===== src/rtl/uart_pkg.sv =====
// Shared UART definitions: transmitter state encoding, default frame constants,
// and helpers reused by the transmit and (future) receive paths.
package uart_pkg;

  typedef enum logic [2:0] {
    ST_IDLE   = 3'd0,
    ST_WAIT   = 3'd1,
    ST_START  = 3'd2,
    ST_DATA   = 3'd3,
    ST_PARITY = 3'd4,
    ST_STOP   = 3'd5
  } uart_state_e;

  localparam int unsigned UART_DATA_BITS = 8;
  localparam int unsigned UART_STOP_BITS = 1;
  localparam int unsigned UART_CNT_W     = 3;

  // Bit periods from the first baud tick after acceptance to the stop-end tick.
  function automatic int unsigned frame_ticks(input int unsigned data_bits,
                                              input int unsigned parity_en,
                                              input int unsigned stop_bits);
    return 32'd1 + data_bits + parity_en + stop_bits;
  endfunction

  // Payload is zero-extended to 8 bits, so narrower words give the same result.
  function automatic logic parity_bit(input logic [7:0] data, input logic odd);
    return (^data) ^ odd;
  endfunction

endpackage


===== src/rtl/uart_tx.sv =====
// UART transmit serializer: accepts a word on a valid/ready handshake and shifts
// it out LSB first framed by start, optional parity and stop bits, one bit per baud tick.
module uart_tx
  import uart_pkg::*;
#(
  parameter int unsigned DATA_BITS  = UART_DATA_BITS,
  parameter int unsigned PARITY_EN  = 0,
  parameter int unsigned PARITY_ODD = 0,
  parameter int unsigned STOP_BITS  = UART_STOP_BITS
) (
  input  logic                 clk,
  input  logic                 rst,
  input  logic                 baud_tick,
  input  logic [DATA_BITS-1:0] tx_data,
  input  logic                 tx_valid,
  output logic                 tx_ready,
  output logic                 tx,
  output logic                 busy
);

  localparam logic [UART_CNT_W-1:0] LastData = UART_CNT_W'(DATA_BITS - 1);
  localparam logic [UART_CNT_W-1:0] LastStop = UART_CNT_W'(STOP_BITS - 1);

  uart_state_e            state_q, state_d;
  logic [DATA_BITS-1:0]   shift_q, shift_d;
  logic [UART_CNT_W-1:0]  cnt_q, cnt_d;
  logic                   par_q, par_d;
  logic                   tx_q, tx_d;
  logic                   ready_q, ready_d;
  logic                   busy_q, busy_d;

  // State and datapath registers; reset forces the line idle-high at once.
  always_ff @(posedge clk or posedge rst) begin
    if (rst) begin
      state_q <= ST_IDLE;
      shift_q <= '0;
      cnt_q   <= '0;
      par_q   <= 1'b0;
      tx_q    <= 1'b1;
      ready_q <= 1'b0;
      busy_q  <= 1'b0;
    end else begin
      state_q <= state_d;
      shift_q <= shift_d;
      cnt_q   <= cnt_d;
      par_q   <= par_d;
      tx_q    <= tx_d;
      ready_q <= ready_d;
      busy_q  <= busy_d;
    end
  end

  // Next state; tx_d is the level the line must carry in the state being entered.
  always_comb begin
    state_d = state_q;
    shift_d = shift_q;
    cnt_d   = cnt_q;
    par_d   = par_q;
    tx_d    = tx_q;

    unique case (state_q)
      ST_IDLE: begin
        tx_d = 1'b1;
        if (tx_valid && ready_q) begin
          shift_d = tx_data;
          par_d   = parity_bit(8'(tx_data), 1'(PARITY_ODD));
          state_d = ST_WAIT;
        end
      end
      ST_WAIT: begin
        tx_d = 1'b1;
        if (baud_tick) begin
          state_d = ST_START;
          tx_d    = 1'b0;
        end
      end
      ST_START: begin
        if (baud_tick) begin
          state_d = ST_DATA;
          tx_d    = shift_q[0];
          shift_d = shift_q >> 1;
          cnt_d   = '0;
        end
      end
      ST_DATA: begin
        if (baud_tick) begin
          if (cnt_q == LastData) begin
            cnt_d = '0;
            if (PARITY_EN != 0) begin
              state_d = ST_PARITY;
              tx_d    = par_q;
            end else begin
              state_d = ST_STOP;
              tx_d    = 1'b1;
            end
          end else begin
            tx_d    = shift_q[0];
            shift_d = shift_q >> 1;
            cnt_d   = cnt_q + UART_CNT_W'(1);
          end
        end
      end
      ST_PARITY: begin
        if (baud_tick) begin
          state_d = ST_STOP;
          tx_d    = 1'b1;
          cnt_d   = '0;
        end
      end
      ST_STOP: begin
        tx_d = 1'b1;
        if (baud_tick) begin
          if (cnt_q == LastStop) begin
            state_d = ST_IDLE;
            cnt_d   = '0;
          end else begin
            cnt_d = cnt_q + UART_CNT_W'(1);
          end
        end
      end
      default: begin
        state_d = ST_IDLE;
        tx_d    = 1'b1;
        cnt_d   = '0;
      end
    endcase

    ready_d = (state_d == ST_IDLE);
    busy_d  = (state_d != ST_IDLE);
  end

  assign tx       = tx_q;
  assign tx_ready = ready_q;
  assign busy     = busy_q;

endmodule


===== config.mk =====
export PLATFORM = sky130hd
export DESIGN_NAME = uart_tx
export DESIGN_NICKNAME = d
export VERILOG_FILES = /design/src/rtl/uart_pkg.sv /design/src/rtl/uart_tx.sv
export SDC_FILE = /design/constraint.sdc
export NUM_CORES = 1
export LEC_CHECK = 0
export ABC_AREA = 1
export BUFFER_PORTS_ARGS = -buffer_cell sky130_fd_sc_hd__buf_4
export CORE_UTILIZATION = 59
export DETAILED_ROUTE_END_ITERATION = 10
export GPL_TIMING_DRIVEN = 0
export HOLD_SLACK_MARGIN = 0.05
export PLACE_DENSITY_LB_ADDON = 0.3
export SYNTH_ARGS = -nofsm -noshare
export SYNTH_HDL_FRONTEND = slang
export SYNTH_SLANG_ARGS = --single-unit
export TNS_END_PERCENT = 100

===== constraint.sdc =====
create_clock -name clk -period 3.83 [get_ports clk]
set_input_delay 0.766 -clock clk [delete_from_list [all_inputs] [get_ports clk]]
set_output_delay 0.766 -clock clk [all_outputs]
set_load 0.02 [all_outputs]

==> reports/results.txt, run 1 <==
The flow ran to the end, and the final reports show no timing, DRC or antenna violations. In this run, synthesis produced a sequential element count of 17. The congestion estimate from routability-driven global placement came to 0.905. The share of flip-flops with an asynchronous set or reset was 100%; the maximum number of pins on one net before global-route repair was 18. Setup repair after global routing left no endpoint under its margin. The via count of the first global-routing pass is 877, and the number of top-level pins is 15.

Number of buffer and inverter stages on the critical path: 1. Path type of the worst setup path: flip-flop to output pin. Summed over all layers, the global routing overflow is 0. The number of antenna violations at the first check in global routing is 0, and the total clock buffers created by CTS is 3. The wire length per cell after detailed routing was 11.5 µm.

The tools report the worst relative slew slack as 57.3%. The most common flop cell mapped by yosys is sky130_fd_sc_hd__dfrtp_1. In this run the post-CTS setup repair buffer count came out at 0.

Hold violation count in the final report: 0. TritonCTS built the clock tree. The routed design has 2180 µm of wire.

The mapped netlist covers 1120 µm². After clock tree synthesis, the clock-pin slew on the worst setup and hold paths is 0.11 ns. The number of H-tree levels was 1; the die width was 45.6 µm. Synthesis instantiated 25 different standard cells from the library. The share of the Yosys chip area taken by registers is 38.1%. The reported leakage power was 0.697 nW. The global-route total usage across every layer is 25.0%. CTS placed an instance of sky130_fd_sc_hd__clkbuf_4 at the clock tree root. Final number of max-transition violations: 0. The clock period could shrink to 1.75 ns.

The count of nets left with antenna violations once routing finished came out at 0. Summed over all failing endpoints, the final setup total negative slack is 0 ns. STA puts the critical path data arrival time at 0.98 ns. During placement, the flow inserted port buffers numbering 14. Clock latency on the worst-skew pair, taken at its later pin, is 0.30 ns. The required time at the worst-slack endpoint was 3.06 ns. The run gives 0 as the antenna diode count. Once detailed placement completed, the half-perimeter wirelength came to 1720 µm. The tightest min-delay check is of the flip-flop to flip-flop type. The detailed-route via count is 974. The startpoint identified for the worst register-to-register timing path is cnt_q[0]. Cells with a size suffix above 1 make up 25.6% of the layout. Walking the worst path, the cells encountered are buf_4. Across the routed clock network, the largest skew measured is 0.0124 ns. The final design utilization was 73.5%; the total of cells resized after clock tree synthesis was 0. Counting along the longest clock path gives a buffer depth of 2. The worst flop-to-flop path endpoint is shift_q[5]. The logs give 0 for the number of hold buffers added after cts and 64.2% for the starting utilization of the core area.

After detailed routing, the number of remaining DRC violations is 0. The synthesized area divided by synthesized cell count was 7.67 µm². Across the run, the number of max-cap violations was 0. The clock sink count was 17.

The run gives 146 as the count of mapped cells out of synthesis. The category of cells accounting for the largest share of critical-path delay is flip-flops. The maximum clock frequency was 572 MHz; the first-pass GRT wire length was 3630 µm. The final-stage net count came out at 180. The maximum resistive drop on vdd is 0.000440 V, and the core area is 1750 µm².

Setup slack on the worst reg-to-reg path comes out at 2.19 ns. The worst setup path is captured at an output pin. The tools report the hold-critical path endpoint as tx. Cell count of the worst reg-to-reg path: 8.

In this run the vertical extent of the chip is 45.6 µm. Relative to the synthesized area, the layout overhead comes to 14.6%. Dividing total power by cell area gives a power density of 731 nW/µm².

The floorplan step defined a die boundary enclosing 2080 µm². In this run, synthesis inferred 0 flip-flops with an integrated enable. The worst setup path is launched from a flip-flop. The startpoint of the tightest hold check path is tx. Of the available clock period, the critical path in the final layout requires 45.6%. Among all stages on the critical path, the largest delay is contributed by sky130_fd_sc_hd__dfstp_2. The maximum fanout count along the critical path was 2; the critical path's largest stage delay was 0.55 ns. The count of final setup violators was 0.

The depth of the worst hold-timing path works out to 2. For this run, the detailed router's first-pass iteration total came to 4. The tools report the warning count from the yosys run as 0. Using the TritonRoute via totals, the vias-per-cell ratio works out to 5.15. When the netlist entered floorplanning its net count stood at 161.

The initialized floorplan defines 15 standard-cell rows. For the pin with the worst max-slew slack, the measured transition is 0.639 ns. The number of design-rule violations left by the first detailed-router iteration came out at 23.
state kept, by name, summed over array words and instances, names as in the netlist:
| signal | cells |
|---|---|
| tx_ready | 1 |
| state_q | 3 |
| shift_q | 8 |
| busy | 1 |
| cnt_q | 3 |
| tx | 1 |
placed cells by master (no fill, tap or decap), types with 6 or more instances in the layout:
| cell | count |
|---|---|
| sky130_fd_sc_hd__nand2_1 | 44 |
| sky130_fd_sc_hd__inv_1 | 19 |
| sky130_fd_sc_hd__dfrtp_1 | 16 |
| sky130_fd_sc_hd__buf_4 | 15 |
| sky130_fd_sc_hd__nor2_1 | 14 |
| sky130_fd_sc_hd__o21ai_0 | 11 |
| sky130_fd_sc_hd__nand3_1 | 8 |
| sky130_fd_sc_hd__nand2_2 | 6 |
| sky130_fd_sc_hd__o21ai_2 | 6 |
worst max path at each step:
stage,start,endpoint,depth (start not counted)
after floorplan,cnt_q[0],shift_q[4],8
after global placement,baud_tick,cnt_q[0],7
after detailed placement,baud_tick,cnt_q[0],7
after CTS,tx,tx,1
after global routing,tx,tx,1
final,tx,tx,1
power breakdown:
part | internal [W] | switching [W] | leakage (nW) | total (W)
combinational | 0.000212 | 0.000327 | 0.470 | 0.000540
sequential | 0.000249 | 0.0000481 | 0.210 | 0.000297
clock | 0.0000390 | 0.0000623 | 0.0177 | 0.000101
total | 0.000501 | 0.000438 | 0.697 | 0.000938
metrics by stage:
step / hold slack (ns) / worst slack, ns / total power, W / cells / cell area [µm²]
final: 0.498 / 2.08 / 0.000938 / 189 / 1280
after CTS: 0.505 / 2.08 / 0.000943 / 189 / 1280
after global routing: 0.517 / 2.06 / 0.00102 / 189 / 1280
after detailed placement: 0.489 / 2.20 / 0.000842 / 185 / 1260
after floorplan: 0.459 / 2.37 / 0.000729 / 146 / 1120
after global placement: 0.472 / 2.22 / 0.000812 / 185 / 1260
cells in the mapped netlist (2+ instances only):
cell | count | area share [%]
sky130_fd_sc_hd__nor2_1 | 14 | 4.7
sky130_fd_sc_hd__nand3_4 | 2 | 3.1
sky130_fd_sc_hd__o21ai_0 | 11 | 4.9
sky130_fd_sc_hd__inv_1 | 19 | 6.4
sky130_fd_sc_hd__nand2_1 | 44 | 15
sky130_fd_sc_hd__dfrtp_1 | 16 | 36
sky130_fd_sc_hd__nand2_2 | 6 | 3.4
sky130_fd_sc_hd__o21ai_2 | 6 | 4.7
sky130_fd_sc_hd__ha_1 | 3 | 3.4
sky130_fd_sc_hd__nand3_1 | 8 | 3.6
sky130_fd_sc_hd__a21oi_1 | 3 | 1.3
cell type report:
type,instances,area [µm²]
clock buffer,3,22.5
inverter,21,81.3
multi-input combinational,106,584
fill,151,462
sequential,17,427
buffer,2,27.5
clock inverter,1,5.00
timing repair buffer,14,105
tap,25,31.3
cell families (layout without fill, tap and decap cells):
| kind of cell | Yosys count | count (layout) | synth area share [%] |
|---|---|---|---|
| simple gates | 78 | 78 | 34.2 |
| buf+inv | 23 | 41 | 9.72 |
| fa+ha+maj | 3 | 3 | 3.35 |
| compound gates | 25 | 25 | 14.6 |
| flops | 17 | 17 | 38.1 |
layer usage:
metal / routed length (µm) / track usage [%]
met2: 1100 / 43.1
met5: 0 / 0
met4: 55 / 10.9
met3: 87 / 3.57
met1: 929 / 30.8
No activity file was read; power rests on OpenSTA's default activity.
==> run 2: changes to the inputs <==
- ABC_AREA: 1 -> 0
- CORE_UTILIZATION: 59 -> 54
- clock period: 3.83 -> 1.64 ns (I/O delays scaled with it)
==> run 2 against run 1 <==
Against the previous run:
- hold slack lost 0.39 ns
- via count shrank 24%
- design area down 6.7%
- synthesized cell count decreased by 40%
- core utilization up 2.4 points
- the run now ends with setup timing left
- total power is 78% higher
- highest routed layer unchanged
==> reports/results.txt, run 2 <==
The number of hold buffers added after cts was 0 (unchanged). The final-layout fill cell count was 112 (-26%). The arrival time reported for the critical path endpoint is 2.07 ns (+1.09 ns), and the reported leakage power is 0.572 nW (-18%).

The warning count from the yosys run was 0 (unchanged); the die area was 1940 µm² (-6.8%). The global-route total usage across every layer came out at 24.3% (-0.74 points). In the finished design, the share of the clock period the worst path needs comes to 116%. The count of mapped cells out of synthesis was 87 (-40%); the critical path's largest stage delay was 0.41 ns (-0.14 ns).

The tools report the number of H-tree levels as 1 (unchanged). The path class of the tightest hold or removal check is input port to asynchronous set/reset pin. The number of enable flip-flop cells after synthesis works out to 0 (unchanged).

The synthesized area divided by synthesized cell count is 10.9 µm² (+43%), and the final worst slack is -0.256 ns (-2.34 ns). The run gives 0.00823 ns (-0.00413 ns) as the final setup skew. The library cells used most frequently in the layout, excluding fill and tap cells, are 17 x sky130_fd_sc_hd__buf_4, 16 x sky130_fd_sc_hd__dfrtp_1, 7 x sky130_fd_sc_hd__inv_1, 6 x sky130_fd_sc_hd__mux2_2, 6 x sky130_fd_sc_hd__mux2_4. The number of detailed-routing iterations run before antenna repair is 4 (unchanged). TritonCTS built the clock tree. The logs give 125 (-31%) for the final-stage net count and 1200 µm² (-6.7%) for the total non-filler cell area in the finished layout. The run gives 0 (unchanged) as the DRC violation count after routing.

The tools report the core area as 1580 µm² (-9.7%). The post-placement cell area came out at 1120 µm² (-11%). The commonest cells after synthesis are 16 x sky130_fd_sc_hd__dfrtp_1, 12 x sky130_fd_sc_hd__mux2_2, 7 x sky130_fd_sc_hd__inv_1. The row count is 14 (-1). Path type of the worst setup path: flip-flop to flip-flop. The checks that failed: setup timing. The critical path goes through ha_2 > ha_4 > nand2b_4 > a2111oi_4 > buf_12 > mux2_4.

The detailed-route via count is 739 (-24%). Cell taking the most area after synthesis: sky130_fd_sc_hd__dfrtp_1. The total power per unit cell area came out at 1390 nW/µm² (+91%). The clock edge transition at the registers on the reported setup and hold paths is 0.10 ns (about the same).

The via count of the first global-routing pass was 701 (-20%). The number of buffer and inverter stages on the critical path is 1 (unchanged). Among cell families on the critical path, the largest total delay comes from flip-flops.

The post-synthesis cell type count came out at 30 (+20%). For the total clock buffers created by CTS, the log shows 3 (unchanged). The worst setup path is launched from a flip-flop. For the sequential cell area fraction in the yosys report, the log shows 44.8% (+6.7 points).

The leading cell type in the layout, fill and taps excluded is sky130_fd_sc_hd__buf_4. In the final layout, the registers with the most flip-flops are shift_q: 8 flops, cnt_q: 3 flops, state_q: 3 flops. The run finished, with violations left. The most common flop cell mapped by yosys is sky130_fd_sc_hd__dfrtp_1.

The total area of multi-input combinational cells is 528 µm² (-9.6%), and the height of the die is 44.0 µm (-3.5%). The worst hold slack across all endpoints was 0.110 ns (-0.389 ns). The logs give -0.456 ns (-2.65 ns) for the worst setup slack before clock tree synthesis and 1.82 ns (-1.24 ns) for the required time at the worst-slack endpoint. The maximum resistive drop on vdd is 0.000876 V (+99%). The share of the synthesized area in the top cell type works out to 42.0% (+6.3 points).

The final number of max-transition violations is 0 (unchanged), and the share of flip-flops with an asynchronous set or reset is 100% (unchanged). The clock sink count is 17 (unchanged), and the post-synthesis instance area is 952 µm² (-15%). The most flop-heavy register was shift_q.

The number of storage elements in the synthesis netlist was 17 (unchanged); the maximum number of pins on one net before global-route repair was 18 (unchanged). Counting I/O delays and the setup requirement, the final critical path takes 1.90 ns. The starting utilization of the core area came out at 60.4% (-3.8 points). For the cell count after placement, the log shows 117 (-37%). The most common cell in the synthesized netlist is sky130_fd_sc_hd__dfrtp_1. The per-cell via count in the routed design came out at 5.91 (+15%). The maximum clock frequency is 527 MHz. The total nets after synthesis is 102 (-37%). The share of final-layout standard cells stronger than drive strength 1 was 40.4% (+15 points).

The critical path's slowest cell is sky130_fd_sc_hd__dfrtp_1. The tools report the weighted congestion reported at the end of routability-driven placement as 0.809 (-11%). The number of design-rule violations left by the first detailed-router iteration came out at 10 (-57%).

The tools report the capturing element type of the critical path as a flip-flop. The tools report the worst relative slew slack as 56.6% (-0.77 points). The number of standard cells in the layout, taps in and fillers out is 125 (-34%).

The number of flip-flops in the largest register is 8 (unchanged). The tools report the number of buffers on the longest clock path as 2 (unchanged). The run gives 0 (unchanged) as the global route total overflow. The tools report the library cell used as clock root buffer as sky130_fd_sc_hd__clkbuf_4. The hold violation count in the final report came out at 0 (unchanged).

The tools report the count of final setup violators as 8 (+8). The die width works out to 44.0 µm (-3.5%). For the number of maximum-capacitance violations, the log shows 0 (unchanged).

Area growth from synthesis to layout: 25.8%. The transition time at the pin with the least slew margin was 0.648 ns (+0.00831 ns); the flip-flop and latch area was 427 µm² (unchanged). For the number of antenna violations at the first check in global routing, the log shows 0 (unchanged). The logs give 15 (unchanged) for the number of top-level pins and 1410 µm (-18%) for the HPWL reported at the end of detailed placement. Clock latency of the later-clocked register in the worst-skew pair: 0.29 ns (about the same). The count of antenna-violating nets left after detailed routing was 0 (unchanged).

For the total length of routed wires, the log shows 1960 µm (-10%). Setup repair after global routing could not meet its margin everywhere. The first-pass GRT wire length is 3330 µm (-8.4%), and the maximum fanout count along the critical path is 8 (+6). Antenna diode count: 0 (unchanged).

For the final design utilization, the log shows 76.0% (+2.4 points). By area the synthesized netlist is led by sky130_fd_sc_hd__dfrtp_1 42%, sky130_fd_sc_hd__mux2_2 14%, sky130_fd_sc_hd__ha_1 3.9%. The wire length per cell after detailed routing is 15.7 µm (+36%). The count of port buffers added during placement came out at 14 (unchanged).
[run 2: power breakdown]
| part | total (W) | internal [W] | switching [W] | leakage, nW |
|---|---|---|---|---|
| logic | 0.000813 | 0.000448 | 0.000364 | 0.344 |
| registers | 0.000629 | 0.000546 | 0.0000833 | 0.213 |
| clock network | 0.000228 | 0.0000946 | 0.000134 | 0.0150 |
[run 2: cell families after synthesis]
family	after synthesis	synth area share [%]
mux	15	17.3
fa+ha+maj	4	4.99
flops	17	44.8
buf+inv	12	4.73
simple gates	18	9.85
compound gates	21	18.3
[run 2: final cells by class]
cell class | count | area share [%]
multi-input combinational | 58 | 44.1
sequential | 17 | 35.6
timing repair buffer | 18 | 12.3
clock buffer | 4 | 2.19
inverter | 7 | 2.19
buffer | 5 | 1.88
tap | 16 | 1.67
[run 2: layer usage]
layer / track usage [%] / vias to the layer above / part of all wire (%)
li1: - / 355 / -
met1: 34.0 / 362 / 48
met2: 36.4 / 20 / 48
met3: 7.08 / 2 / 3.5
met4: 7.88 / 0 / 0.51
met5: 0 / - / 0
[run 2: repair_timing]
| item | 4_1_cts | 5_1_grt |
|---|---|---|
| resized for setup | 0 | 7 |
| endpoints found under the hold margin | 0 | 0 |
| pin swaps | 2 | 1 |
| endpoints found under the setup margin | 8 | 14 |
| setup buffers | 4 | 0 |
[run 2: final timing paths]
check / from / end / depth (start not counted) / slack, ns
setup / recovery: cnt_q[0] / shift_q[2] / 6 / -0.26
hold / removal: rst / cnt_q[2] / 2 / 0.11
setup reg to reg: cnt_q[0] / shift_q[2] / 6 / -0.26
hold reg to reg: shift_q[1] / shift_q[1] / 1 / 0.52
max in group asynchronous: rst / shift_q[5] / 2 / 1.11
min in group clk: tx_data[7] / shift_q[7] / 3 / 0.29
[run 2: metrics by stage]
stage               total power (W)  setup TNS [ns]
floorplan                   0.00119           -2.15
global placement            0.00132           -3.25
detailed placement          0.00137           -3.36
CTS                         0.00167           -1.89
global route                0.00179           -2.26
finish                      0.00167           -1.83
[run 2: worst reg2reg max path, stage by stage, from the launching register on]
cell,delay (ns)
sky130_fd_sc_hd__dfrtp_1,0.41
sky130_fd_sc_hd__ha_2,0.21
sky130_fd_sc_hd__ha_4,0.16
sky130_fd_sc_hd__nand2b_4,0.14
sky130_fd_sc_hd__a2111oi_4,0.37
sky130_fd_sc_hd__buf_12,0.19
sky130_fd_sc_hd__mux2_4,0.30
==> run 3: changes to the inputs <==
==> constraint.sdc (replaced) <==
create_clock -name clk -period 1.64 [get_ports clk]
set_input_delay 0.082 -clock clk [delete_from_list [all_inputs] [get_ports clk]]
set_output_delay 0.082 -clock clk [all_outputs]
set_load 0.02 [all_outputs]
==> run 3 against run 2 <==
Against the previous run:
- the flow still finishes with violations (setup timing)
- setup slack improved by 0.00056 ns
- via count increased by 0.81%
- critical path type unchanged
- final cell count up 1.6%
- hold slack better by 0.0086 ns
- maximum frequency is essentially flat
- first-iteration DRC count unchanged
- global-route usage up 0.087 points
- highest routed layer unchanged
==> reports/results.txt, run 3 (synthesis results as in run 2) <==
The run finished, with violations left. The final reports fail on setup timing. The maximum fanout count along the critical path was 8 (unchanged); the clock edge transition at the registers on the reported setup and hold paths was 0.10 ns (about the same).

Critical path's largest stage delay: 0.41 ns (about the same). Per-cell via count in the routed design: 5.87 (-0.78%). The logs give 1980 µm (+0.92%) for the total length of routed wires and 703 (+0.29%) for the via count of the first global-routing pass. The critical path's slowest cell is sky130_fd_sc_hd__dfrtp_1. The run gives 15 (unchanged) as the number of top-level pins. For the number of design-rule violations left by the first detailed-router iteration, the log shows 10 (unchanged). The tools report the startpoint of the tightest hold check path as tx_data[0]. Number of detailed-routing iterations run before antenna repair: 4 (unchanged).

Wire length per cell after detailed routing: 15.6 µm (-0.67%). The starting utilization of the core area came out at 60.4% (unchanged). The worst hold path passes through 3 cells.

For the number of maximum-capacitance violations, the log shows 0 (unchanged). The largest registers in the layout are shift_q: 8 flops, cnt_q: 3 flops, state_q: 3 flops. The switching power total was 0.000582 W (+0.20%).

The weighted congestion reported at the end of routability-driven placement came out at 0.809 (unchanged). The final-stage net count is 127 (+1.6%), and the count of antenna-violating nets left after detailed routing is 0 (unchanged). For hold timing, the worst endpoint is shift_q[0].

The logs give 24.4% (+0.087 points) for the global-route total usage across every layer and 56.6% (unchanged) for the worst relative slew slack. The total clock buffers created by CTS was 3 (unchanged); the number of antenna violations at the first check in global routing was 0 (unchanged). Capturing element type of the critical path: a flip-flop. The final number of max-transition violations is 0 (unchanged), and the HPWL reported at the end of detailed placement is 1410 µm (unchanged). Detailed-route via count: 745 (+0.81%). The cell count of the worst reg-to-reg path came out at 6 (unchanged). The worst flop-to-flop path endpoint was shift_q[2]. The final worst slack is -0.256 ns (+0.000563 ns), and the clock latency of the later-clocked register in the worst-skew pair is 0.29 ns (about the same). The critical path is of the flip-flop to flip-flop type. The signal on the critical path passes through ha_2 > ha_4 > nand2b_4 > a2111oi_4 > buf_12 > mux2_4.

The leading cell type in the layout, fill and taps excluded was sky130_fd_sc_hd__buf_4. The area growth from synthesis to layout works out to 27.9%. The reported leakage power was 0.580 nW (+1.5%). Tracing the worst setup path back leads to its startpoint at cnt_q[0]. The maximum number of pins on one net before global-route repair was 18 (unchanged). The core area is 1580 µm² (unchanged), and the final design utilization is 77.2% (+1.3 points). The row count is 14 (unchanged), and the maximum clock frequency is 527 MHz (about the same). TritonCTS built the clock tree. Count of port buffers added during placement: 14 (unchanged).

Most flop-heavy register: shift_q. The logs give 0.00109 W (+0.28%) for the total internal power and 48.8% (about the same) for the part of the total power dissipated in combinational logic. Broken down by cell family, the worst path's largest delay share belongs to flip-flops.

In this run the critical register-to-register path is launched from cnt_q[0]. The number of buffers on the longest clock path was 2 (unchanged). The routed length on met2 is 948 µm (+0.85%). For the required time at the worst-slack endpoint, the log shows 1.82 ns (about the same). Number of buffer and inverter stages on the critical path: 1 (unchanged). The final setup skew was 0.00780 ns (-0.000434 ns); the switching part of the total power was 34.8% (about the same).

The power consumption is 0.00167 W (+0.25%). The global route total overflow is 0 (unchanged), and the total power per unit cell area is 1380 nW/µm² (-1.4%). In this run the worst hold path is classified as input port to flip-flop. The shortest clock period the worst path allows after layout works out to 1.90 ns (-0.000563 ns).

The run gives 2.07 ns (about the same) as the arrival time reported for the critical path endpoint. The hold violation count in the final report came out at 0 (unchanged). The die width is 44.0 µm (unchanged).

The tree is rooted in a sky130_fd_sc_hd__clkbuf_4. Maximum resistive drop on vdd: 0.000877 V (about the same). The ratio of final minimum period to clock period works out to 116% (about the same). Setup repair after global routing could not meet its margin everywhere. The wire length the detailed router placed on met1 is 950 µm (+1.2%), and the height of the die is 44.0 µm (unchanged). The transition time at the pin with the least slew margin works out to 0.648 ns (unchanged).

The antenna diode count is 0 (unchanged). The number of gates on the worst path with buffers counted came out at 6 (unchanged). The DRC violation count after routing was 0 (unchanged); the met3 layer wire length in the routed design was 67 µm (-1.5%). The worst hold slack across all endpoints is 0.118 ns (+0.00863 ns), and the share of final-layout standard cells stronger than drive strength 1 is 39.6% (-0.73 points). Top metal layer carrying routed signals: met4.

The die area was 1940 µm² (unchanged). The run gives 3340 µm (+0.42%) as the first-pass GRT wire length. The tools report the number of H-tree levels as 1 (unchanged). The logs give -0.26 ns (about the same) for the register-to-register setup slack and 8 (unchanged) for the count of final setup violators. The number of flip-flops in the largest register is 8 (unchanged), and the sequential share of power is 37.6% (about the same). For the clock network fraction of total power, the log shows 13.7% (about the same).

STA classifies the critical path startpoint as a flip-flop. The clock sink count was 17 (unchanged). In the layout the commonest cells are 17 x sky130_fd_sc_hd__buf_4, 16 x sky130_fd_sc_hd__dfrtp_1, 7 x sky130_fd_sc_hd__inv_1, 6 x sky130_fd_sc_hd__mux2_2, 6 x sky130_fd_sc_hd__mux2_4.
## run 3: final cells by class
class	instances	area [µm²]
repair buffers	20	168
clock buffers	4	26.3
plain buffers	5	22.5
fillers	110	359
flip-flops and latches	17	427
multi-input cells	58	528
inverters	7	26.3
well taps	16	20.0
## run 3: what timing repair did
item                                    4_1_cts  5_1_grt
gates resized for setup                       0        7
hold endpoints to repair                     17        0
endpoints found under the setup margin        8       14
hold buffers                                  2        0
buffers inserted                              4        0
pin swaps                                     2        1
## run 3: stage by stage
step | instances | instance area (µm²) | TNS, ns | setup slack (ns)
floorplan | 87 | 997 | -2.15 | -0.306
global placement | 117 | 1120 | -3.25 | -0.447
detailed placement | 117 | 1120 | -3.36 | -0.456
CTS | 127 | 1210 | -1.89 | -0.264
global route | 127 | 1220 | -2.26 | -0.305
finish | 127 | 1220 | -1.83 | -0.256
## run 3: worst max-delay path by stage
stage | to | slack, ns
floorplan | shift_q[1] | -0.31
global placement | shift_q[1] | -0.45
detailed placement | shift_q[5] | -0.46
CTS | shift_q[5] | -0.26
global route | shift_q[5] | -0.31
finish | shift_q[2] | -0.26
## run 3: worst reg2reg max path, cell delays in order (launching register included)
cell	delay, ns
sky130_fd_sc_hd__dfrtp_1	0.41
sky130_fd_sc_hd__ha_2	0.21
sky130_fd_sc_hd__ha_4	0.16
sky130_fd_sc_hd__nand2b_4	0.14
sky130_fd_sc_hd__a2111oi_4	0.37
sky130_fd_sc_hd__buf_12	0.19
sky130_fd_sc_hd__mux2_4	0.30
## run 3: power groups by stage
stage	Sequential (W)	Clock (W)	Combinational, W
CTS	0.000630	0.000234	0.000807
floorplan	0.000644	0	0.000548
global route	0.000646	0.000250	0.000896
global placement	0.000632	0	0.000689
finish	0.000629	0.000229	0.000816
detailed placement	0.000641	0	0.000725
## run 3: metal layers
metal  vias to the layer above  GRT usage (%)
met3                         2           7.08
met5                         -              0
met2                        20           36.4
li1                        359              -
met4                         0           7.88
met1                       364           34.2
